<file path="src/rtl/asteroid_field_stepper.sv">
// Asteroid field game stepper: scrolls a LANES x ROWS field on divider-clock edges, tracks player, collisions and score.
// Optional macro ASTEROID_SPEEDUP_EN: steps on both tick edges once score reaches SPEEDUP_SCORE.
module asteroid_field_stepper #(
  parameter int          LANES         = 4,
  parameter int          ROWS          = 8,
  parameter logic [15:0] LFSR_SEED     = 16'hACE1,
  parameter int unsigned SPEEDUP_SCORE = 32
) (
  input  logic                       cin,
  input  logic                       rst,
  input  logic                       tick_in,
  input  logic                       start,
  input  logic                       move_left,
  input  logic                       move_right,
  output logic [$clog2(LANES)-1:0]   player_lane,
  output logic [LANES*ROWS-1:0]      field,
  output logic [15:0]                score,
  output logic                       game_over,
  output logic                       step_pulse,
  output logic [1:0]                 o_dbg_state
);

  localparam int LW = $clog2(LANES);
  localparam int N  = LANES * ROWS;
  localparam logic [LW-1:0] LANE_MAX = LW'(LANES - 1);

  typedef enum logic [1:0] {
    ST_IDLE = 2'd0,
    ST_RUN  = 2'd1,
    ST_OVER = 2'd2
  } state_t;

  state_t          r_state;
  state_t          w_state_nx;
  logic [N-1:0]    r_field;
  logic [15:0]     r_score;
  logic [LW-1:0]   r_lane;
  logic [15:0]     r_lfsr;
  logic            r_tick_d;
  logic            r_step_pulse;

  logic            w_rise;
  logic            w_fall;
  logic            w_speedup;
  logic            w_step;
  logic            w_run;
  logic            w_collide;
  logic [LW-1:0]   w_lane_nx;
  logic [LANES-1:0] w_spawn_row;
  logic [N-1:0]    w_field_shift;
  logic [N-1:0]    w_field_nx;
  logic [15:0]     w_lfsr_nx;

  assign w_rise = tick_in & ~r_tick_d;
  assign w_fall = ~tick_in & r_tick_d;

`ifdef ASTEROID_SPEEDUP_EN
  assign w_speedup = ({16'd0, r_score} >= SPEEDUP_SCORE);
`else
  // Speedup disabled: the threshold is referenced but can never enable falling-edge steps.
  assign w_speedup = 1'b0 & ({16'd0, r_score} >= SPEEDUP_SCORE);
`endif

  assign w_step = w_rise | (w_fall & w_speedup);

  // Fibonacci LFSR, taps 16/14/13/11, shifting left with feedback into bit 0.
  assign w_lfsr_nx = {r_lfsr[14:0], r_lfsr[15] ^ r_lfsr[13] ^ r_lfsr[12] ^ r_lfsr[10]};

  always_comb begin
    w_spawn_row = '0;
    if (r_lfsr[15]) w_spawn_row[r_lfsr[LW-1:0]] = 1'b1;
  end

  assign w_field_shift = {w_spawn_row, r_field[N-1:LANES]};
  assign w_field_nx    = w_step ? w_field_shift : r_field;

  always_comb begin
    w_lane_nx = r_lane;
    if (move_left && !move_right && r_lane != '0)
      w_lane_nx = r_lane - 1'b1;
    else if (move_right && !move_left && r_lane != LANE_MAX)
      w_lane_nx = r_lane + 1'b1;
  end

  // Collision uses the post-move lane against the post-shift row 0.
  assign w_collide = w_field_nx[w_lane_nx];

  // State register
  always_ff @(posedge cin) begin
    if (rst) r_state <= ST_IDLE;
    else     r_state <= w_state_nx;
  end

  // Next-state logic
  always_comb begin
    w_state_nx = r_state;
    if (start) begin
      w_state_nx = ST_RUN;
    end else begin
      case (r_state)
        ST_IDLE: w_state_nx = ST_IDLE;
        ST_RUN:  if (w_collide) w_state_nx = ST_OVER;
        ST_OVER: w_state_nx = ST_OVER;
        default: w_state_nx = ST_IDLE;
      endcase
    end
  end

  // Output logic
  always_comb begin
    game_over = 1'b0;
    w_run     = 1'b0;
    case (r_state)
      ST_RUN:  w_run     = ~start;
      ST_OVER: game_over = 1'b1;
      default: ;
    endcase
  end

  always_ff @(posedge cin) begin
    if (rst) begin
      r_field      <= '0;
      r_score      <= '0;
      r_lane       <= '0;
      r_lfsr       <= LFSR_SEED;
      r_tick_d     <= 1'b1;
      r_step_pulse <= 1'b0;
    end else begin
      r_tick_d     <= tick_in;
      r_step_pulse <= 1'b0;
      if (start) begin
        r_field <= '0;
        r_score <= '0;
        r_lane  <= '0;
        r_lfsr  <= LFSR_SEED;
      end else if (w_run) begin
        r_lane <= w_lane_nx;
        if (w_step) begin
          r_field      <= w_field_shift;
          r_lfsr       <= w_lfsr_nx;
          r_step_pulse <= 1'b1;
          if (!w_collide && r_score != 16'hFFFF) r_score <= r_score + 16'd1;
        end
      end
    end
  end

  assign field       = r_field;
  assign score       = r_score;
  assign player_lane = r_lane;
  assign step_pulse  = r_step_pulse;
  assign o_dbg_state = r_state;

endmodule
</file>
<file path="config.mk">
export PLATFORM = sky130hd
export DESIGN_NAME = asteroid_field_stepper
export DESIGN_NICKNAME = d
export VERILOG_FILES = /design/src/rtl/asteroid_field_stepper.sv
export SDC_FILE = /design/constraint.sdc
export NUM_CORES = 1
export LEC_CHECK = 0
export CORE_UTILIZATION = 30
export DETAILED_ROUTE_END_ITERATION = 16
export GPL_TIMING_DRIVEN = 0
export MAX_ROUTING_LAYER = met4
export PLACE_DENSITY = 0.53
export RECOVER_POWER = 50
export SYNTH_ARGS = -nofsm -noshare
export SYNTH_HDL_FRONTEND = slang
export SYNTH_SLANG_ARGS = --single-unit
</file>
<file path="constraint.sdc">
create_clock -name cin -period 2.85 [get_ports cin]
set_input_delay 0.285 -clock cin [delete_from_list [all_inputs] [get_ports cin]]
set_output_delay 0.285 -clock cin [all_outputs]
set_load 0.03 [all_outputs]
</file>
==> run_results.csv, run 1 <==
group,metric,value,unit
run_status,status,"finished clean",
power,power_switching,456,uW
synthesis,synthDistinctLibCells,43,
critical_path,critPathArrivalTime,2.99,ns
route,viasPerCell,4.94,
place,place.gp.congestion,0.843,
place,dp_cells,559,
synthesis,synth_common_cells,"96 x nand2_1, 70 x dfxtp_1, 52 x a21oi_1, 18 x nand3_1, 17 x clkbuf_1",
critical_path,path_max_fanout,10,
global_routing,grt_overflow,0,
synthesis,synthesis.area,0.00297,sq mm
sta,skew,0.0113,ns
cells_and_area,drive_gt1_share,6.49,%
global_routing,grt_pass1_vias,2675,
critical_path,end_kind,"register",
global_routing,antenna_found_initial,0,
critical_path,cpMaxStageDelayCell,"or4_1",
critical_path,crit_family,"simple AND/OR/NAND/NOR gates",
critical_path,crit_chain,"inv_1 > ha_1 > nor3_1 > o21ai_0 > nand3_1 > a2111o_1 > and4_4 > buf_6 > or4_1 > a21oi_1",
clock_network,clk-insertion-delay-late,0.34,ns
synthesis,yosysWarningCount,0,
flow_run,drv_cap,0,
route,vias,2848,
power,p_per_area,482,mW/mm^2
critical_path,cp.buffers_inverters,2,
floorplanning,io_pins,60,
clock_network,cts.sinks,70,
floorplanning,core,0.00942,sq mm
floorplanning,rows,35,
floorplanning,die_w,101,um
synthesis,syn-num-nets,383,
sta,worst_slew_pin_slew,0.569,ns
cells_and_area,layout.cells.non_filler,576,
critical_path,required,3.12,ns
sta,hold_viol,0,
synthesis,synth_flop_cell,"dfxtp_1",
global_routing,grtUsageTotal,16.2,%
synthesis,synth_edf_count,0,
synthesis,yosysSeqAreaShare,47.3,%
global_routing,grt_max_degree,14,
place,place_ws,-0.135,ns
cells_and_area,final_nets,453,
power,seqPwrFrac,51.9,%
synthesis,yosysMostFrequentCell,"nand2_1",
power,p_leak,1.46,nW
floorplanning,dieArea,0.0103,sq mm
sta,finalWorstSetupSlack,0.132,ns
power,p_int,1.44,mW
power,p_total,1.90,mW
sta,grt_setup_unrepaired,"false",
critical_path,rrSetupSlack,0.13,ns
cells_and_area,diodes,0,
route,wl_per_cell,13.2,um
hold_path,min_path_type,"in2reg",
clock_network,clockBufferDepth,2,
sta,finalMaxSlewViolations,0,
critical_path,crit_path_end,"score[13]$_SDFFE_PP0P_",
clock_network,cts.reportedPaths.clkPinSlew,0.08,ns
critical_path,r2r-end,"score[13]$_SDFFE_PP0P_",
floorplanning,die_h,101,um
route,ant_nets,0,
critical_path,cp_num_cells,10,
floorplanning,start_util,31.5,%
critical_path,critical_path_class,"reg2reg",
synthesis,synth_seq_cells,70,
clock_network,root_buffer,"clkbuf_8",
sta,relSlewSlack,62.1,%
clock_network,cts_tree,"built",
route,drc,0,
critical_path,r2r-start,"player_lane[0]$_SDFFE_PP0N_",
place,port_buffers,58,
synthesis,synthDominantCellAreaShare,47.3,%
cells_and_area,postLayoutCoreUtil,41.8,%
sta,fin_crit_sh,95.4,%
global_routing,grt_pass1_wl,12600,um
place,dp_hpwl,5430,um
synthesis,syn_avg_cell_area,7.97,sq um
sta,max_freq,368,MHz
clock_network,cts_buffers,9,
power,p_sw_share,24.0,%
power,power_frac_comb,4.4,%
synthesis,async_reset_ff_share,0,%
critical_path,reg2regPathDepth,10,
critical_path,crit_path_start_kind,"register",
route,dr.pass1.iters,4,
clock_network,h-tree-depth,3,
power,irDropWorstVdd,0.000261,V
power,clock_power_share,43.7,%
critical_path,crit_start,"player_lane[0]$_SDFFE_PP0N_",
sta,min_period,2.72,ns
cells_and_area,syn_to_final_growth,32.8,%
route,routed_wl,7620,um
synthesis,syn-instance-count,372,
synthesis,yosysTopAreaCell,"dfxtp_1",
sta,setup_viol,0,
synthesis,yosys-top-cells-area,"dfxtp_1 47%, nand2_1 12%, a21oi_1 8.8%",
route,drtIter0Drc,89,
critical_path,cp_slowest_stage_delay,0.50,ns
## layout by cell type (no fill, tap or decap), drive strengths merged, types with 4 or more instances in the layout
cell,count
dfxtp,70
nor2,10
inv,9
ha,5
dlygate4sd3,56
or3,12
o21ai,13
nand3,18
buf,9
a21oi,52
and3,5
nand4,8
clkbuf,27
nand3b,4
nand2,96
## how the worst min path moves through the flow
| stage | startpoint | to | slack [ns] | depth (start not counted) |
|---|---|---|---|---|
| after CTS | rst | o_dbg_state[0]$_SDFFE_PP0P_ | 0.32 | 2 |
| after detailed placement | r_lfsr[2]$_SDFFE_PP0P_ | r_lfsr[2]$_SDFFE_PP0P_ | 0.45 | 2 |
| final | rst | o_dbg_state[0]$_SDFFE_PP0P_ | 0.33 | 2 |
| after floorplan | tick_in | r_tick_d$_SDFF_PP1_ | 0.39 | 1 |
| after global routing | rst | o_dbg_state[0]$_SDFFE_PP0P_ | 0.33 | 2 |
| after global placement | r_lfsr[3]$_SDFFE_PP0P_ | r_lfsr[4]$_SDFFE_PP0P_ | 0.44 | 2 |
## sequential cells by signal, indices dropped and copies added, names as in the netlist
name / cells
o_dbg_state: 2
r_lfsr: 16
r_tick_d: 1
field: 32
player_lane: 2
score: 16
step_pulse: 1
## area by class of cell
class,instances,area (sq um)
flip-flops and latches,70,1400
well taps,129,161
clock buffers,10,138
inverters,7,26.3
plain buffers,25,104
multi-input cells,270,1450
clock inverters,6,67.6
fillers,1023,5480
repair buffers,59,588
## logic make-up (layout without fill, tap and decap cells)
| group | Yosys count | in the layout | synth area share (%) |
|---|---|---|---|
| simple gates | 177 | 177 | 28.6 |
| compound gates | 82 | 82 | 15.7 |
| flops | 70 | 70 | 47.3 |
| buf+inv | 32 | 107 | 4.39 |
| fa+ha+maj | 5 | 5 | 2.11 |
| xor+xnor | 3 | 3 | 0.886 |
| mux | 3 | 3 | 1.01 |
## layer usage
metal,vias up,GRT usage [%],wire [um]
li1,1439,-,-
met1,1335,20.5,3730
met2,67,25.2,3440
met3,7,4.76,377
met4,0,4.01,73
met5,-,-,0
## through the flow
stage                     setup TNS [ns]  cell area (sq um)  hold slack [ns]
final                                  0               3940            0.328
after global routing                   0               3940            0.328
after CTS                              0               3920            0.319
after detailed placement          -0.377               3710            0.447
after global placement            -0.238               3710            0.440
after floorplan                        0               2970            0.389
## repair_timing
item                       in CTS  in global routing
pin swaps                       0                  1
gates resized for setup         1                  4
setup buffers                   0                  1
hold buffers                    0                  0
cloned                          0                  0
setup endpoints to repair       1                 15
## power by group through the flow
stage | Clock [mW] | Combinational, mW | Sequential (mW)
final | 0.830 | 0.0838 | 0.984
after detailed placement | 0 | 0.0852 | 1.01
after CTS | 0.856 | 0.0855 | 0.984
after floorplan | 0 | 0.0488 | 1.01
after global routing | 0.900 | 0.0919 | 0.984
after global placement | 0 | 0.0839 | 1.01
No activity file was read; power rests on OpenSTA's default activity.
==> inputs of run 2 (changes only) <==
CTS_CLUSTER_DIAMETER = 120   (was default)
CTS_CLUSTER_SIZE = 16   (was default)
==> results of run 2 <==
Final layout, timing and power as in run 1 (identical DEF).
==> inputs of run 3 (changes only) <==
GPL_TIMING_DRIVEN = default   (was 0)
==> run_results.csv, run 3 (synthesized netlist as in run 1, its figures left out) <==
group,metric,value,unit
flow_run,drv_cap,0,
floorplanning,core,0.00942,sq mm
sta,hold_viol,0,
clock_network,cts_setup_buffers,0,
cells_and_area,syn_to_final_growth,32.1,%
critical_path,crit_family,"simple AND/OR/NAND/NOR gates",
power,p_per_area,506,mW/mm^2
sta,skew,0.0155,ns
hold_path,min_path_type,"reg2reg",
critical_path,cp.buffers_inverters,0,
sta,fin_crit_sh,94.1,%
clock_network,h-tree-depth,3,
global_routing,grt_pass1_vias,2604,
sta,relSlewSlack,34.5,%
sta,setup_viol,0,
cells_and_area,nFillCells,980,
place,port_buffers,59,
global_routing,antenna_found_initial,0,
run_status,status,"finished clean",
route,dr.pass1.iters,4,
route,drtIter0Drc,140,
global_routing,grt_overflow,0,
power,p_leak,1.47,nW
critical_path,critical_path_class,"reg2reg",
cells_and_area,postLayoutCoreUtil,41.6,%
critical_path,end_kind,"register",
power,p_sw_share,23.6,%
cells_and_area,layout_common_cells,"96 x nand2_1, 69 x dfxtp_1, 54 x dlygate4sd3_1, 52 x a21oi_1, 18 x nand3_1",
clock_network,cts.sinks,70,
floorplanning,start_util,31.5,%
cells_and_area,layout_commonest_cell,"nand2_1",
route,routed_wl,7320,um
clock_network,root_buffer,"clkbuf_8",
cells_and_area,drive_gt1_share,7.42,%
place,place.gp.congestion,0.756,
critical_path,crit_path_start_kind,"register",
sta,min_period,2.68,ns
power,clock_power_share,46.2,%
sta,finalMaxSlewViolations,0,
clock_network,clockBufferDepth,2,
cells_and_area,final_nets,437,
floorplanning,rows,35,
clock_network,clk-insertion-delay-late,0.35,ns
global_routing,grt_max_degree,51,
cells_and_area,largest_reg_flops,32,
global_routing,grtUsageTotal,15.9,%
route,wl_per_cell,13.1,um
power,p_int,1.51,mW
floorplanning,die_w,101,um
sta,grt_setup_unrepaired,"false",
power,power_switching,467,uW
critical_path,critPathArrivalTime,2.95,ns
clock_network,cts.reportedPaths.clkPinSlew,0.08,ns
floorplanning,dieArea,0.0103,sq mm
route,vias,2733,
critical_path,path_max_fanout,21,
critical_path,cpMaxStageDelayCell,"or4_1",
route,viasPerCell,4.88,
critical_path,cp_slowest_stage_delay,0.51,ns
floorplanning,io_pins,60,
global_routing,grt_pass1_wl,12600,um
cells_and_area,final_area,0.00392,sq mm
sta,max_freq,373,MHz
clock_network,cts_tree,"built",
cells_and_area,diodes,0,
sta,worst_slew_pin_slew,0.982,ns
floorplanning,die_h,101,um
route,ant_nets,0,
power,seqPwrFrac,49.7,%
place,dp_hpwl,4740,um
route,drc,0,
critical_path,crit_chain,"ha_1 > nor3b_1 > or3_4 > and3_1 > a2111o_1 > and4_4 > or4_1 > a21oi_1",
critical_path,required,3.12,ns
clock_network,cts_buffers,9,
place,placed_cell_area,0.00370,sq mm
sta,holdWs,0.458,ns
power,irDropWorstVdd,0.000250,V
power,power_frac_comb,4.1,%
==> run 3: cell types whose count changed in the layout (fill, tap and decap cells not counted), sizes merged <==
cell	previous run	this run
inv	9	10
dlygate4sd3	56	54
buf	9	8
clkbuf	27	10
bufinv	1	2
clkdlybuf4s50	2	5
clkinvlp	2	1
==> run 3: worst min-delay path, cell delays in order, from the launching register on <==
cell and delay (ns):
dfxtp_1 0.31, nand2_1 0.05, a21oi_1 0.05
==> run 3: timing repair <==
action / in CTS / in global routing
resized for setup: 0 / 2
hold buffers: 0 / 0
endpoints found under the setup margin: 0 / 9
==> run 3: final cells by class <==
type | count | area [sq um] | share of cell area, %
Inverter | 7 | 26.3 | 0.671
Timing Repair Buffer | 68 | 656 | 16.7
Multi-Input combinational cell | 270 | 1440 | 36.9
Clock buffer | 9 | 124 | 3.16
Sequential cell | 70 | 1400 | 35.8
Tap cell | 129 | 161 | 4.12
Clock inverter | 7 | 103 | 2.62
==> run 3: final timing paths <==
check                                   start                      to  slack [ns]  cells after the start
setup / recovery  player_lane[1]$_SDFFE_PP0N_  score[13]$_SDFFE_PP0P_        0.17                      8
hold / removal         r_lfsr[4]$_SDFFE_PP0P_  r_lfsr[4]$_SDFFE_PP0P_        0.46                      2
setup reg to reg  player_lane[1]$_SDFFE_PP0N_  score[13]$_SDFFE_PP0P_        0.17                      8
hold reg to reg        r_lfsr[4]$_SDFFE_PP0P_  r_lfsr[4]$_SDFFE_PP0P_        0.46                      2
==> run 3: metal layers <==
| metal | track usage (%) | up-vias | routed length [um] |
|---|---|---|---|
| li1 | - | 1393 | - |
| met1 | 20.6 | 1276 | 3550 |
| met2 | 23.6 | 55 | 3320 |
| met3 | 5.11 | 9 | 383 |
| met4 | 4.79 | 0 | 64 |
| met5 | - | - | 0 |
==> run 3: power groups by stage <==
| stage | clock network, mW | logic (mW) | registers (mW) |
|---|---|---|---|
| CTS | 0.949 | 0.0834 | 0.984 |
| global route | 0.994 | 0.0902 | 0.985 |
| detailed placement | 0 | 0.0831 | 1.01 |
| finish | 0.916 | 0.0816 | 0.984 |
| floorplan | 0 | 0.0488 | 1.01 |
| global placement | 0 | 0.0820 | 1.01 |
==> run 3: per-stage QoR <==
step | instances | power (mW) | setup TNS, ns | worst slack (ns)
after floorplan | 372 | 1.06 | 0 | 0.0671
after global placement | 544 | 1.09 | 0 | 0.0367
after detailed placement | 544 | 1.09 | -0.0922 | -0.0240
after CTS | 560 | 2.02 | 0 | 0.138
after global routing | 560 | 2.07 | 0 | 0.0192
final | 560 | 1.98 | 0 | 0.168
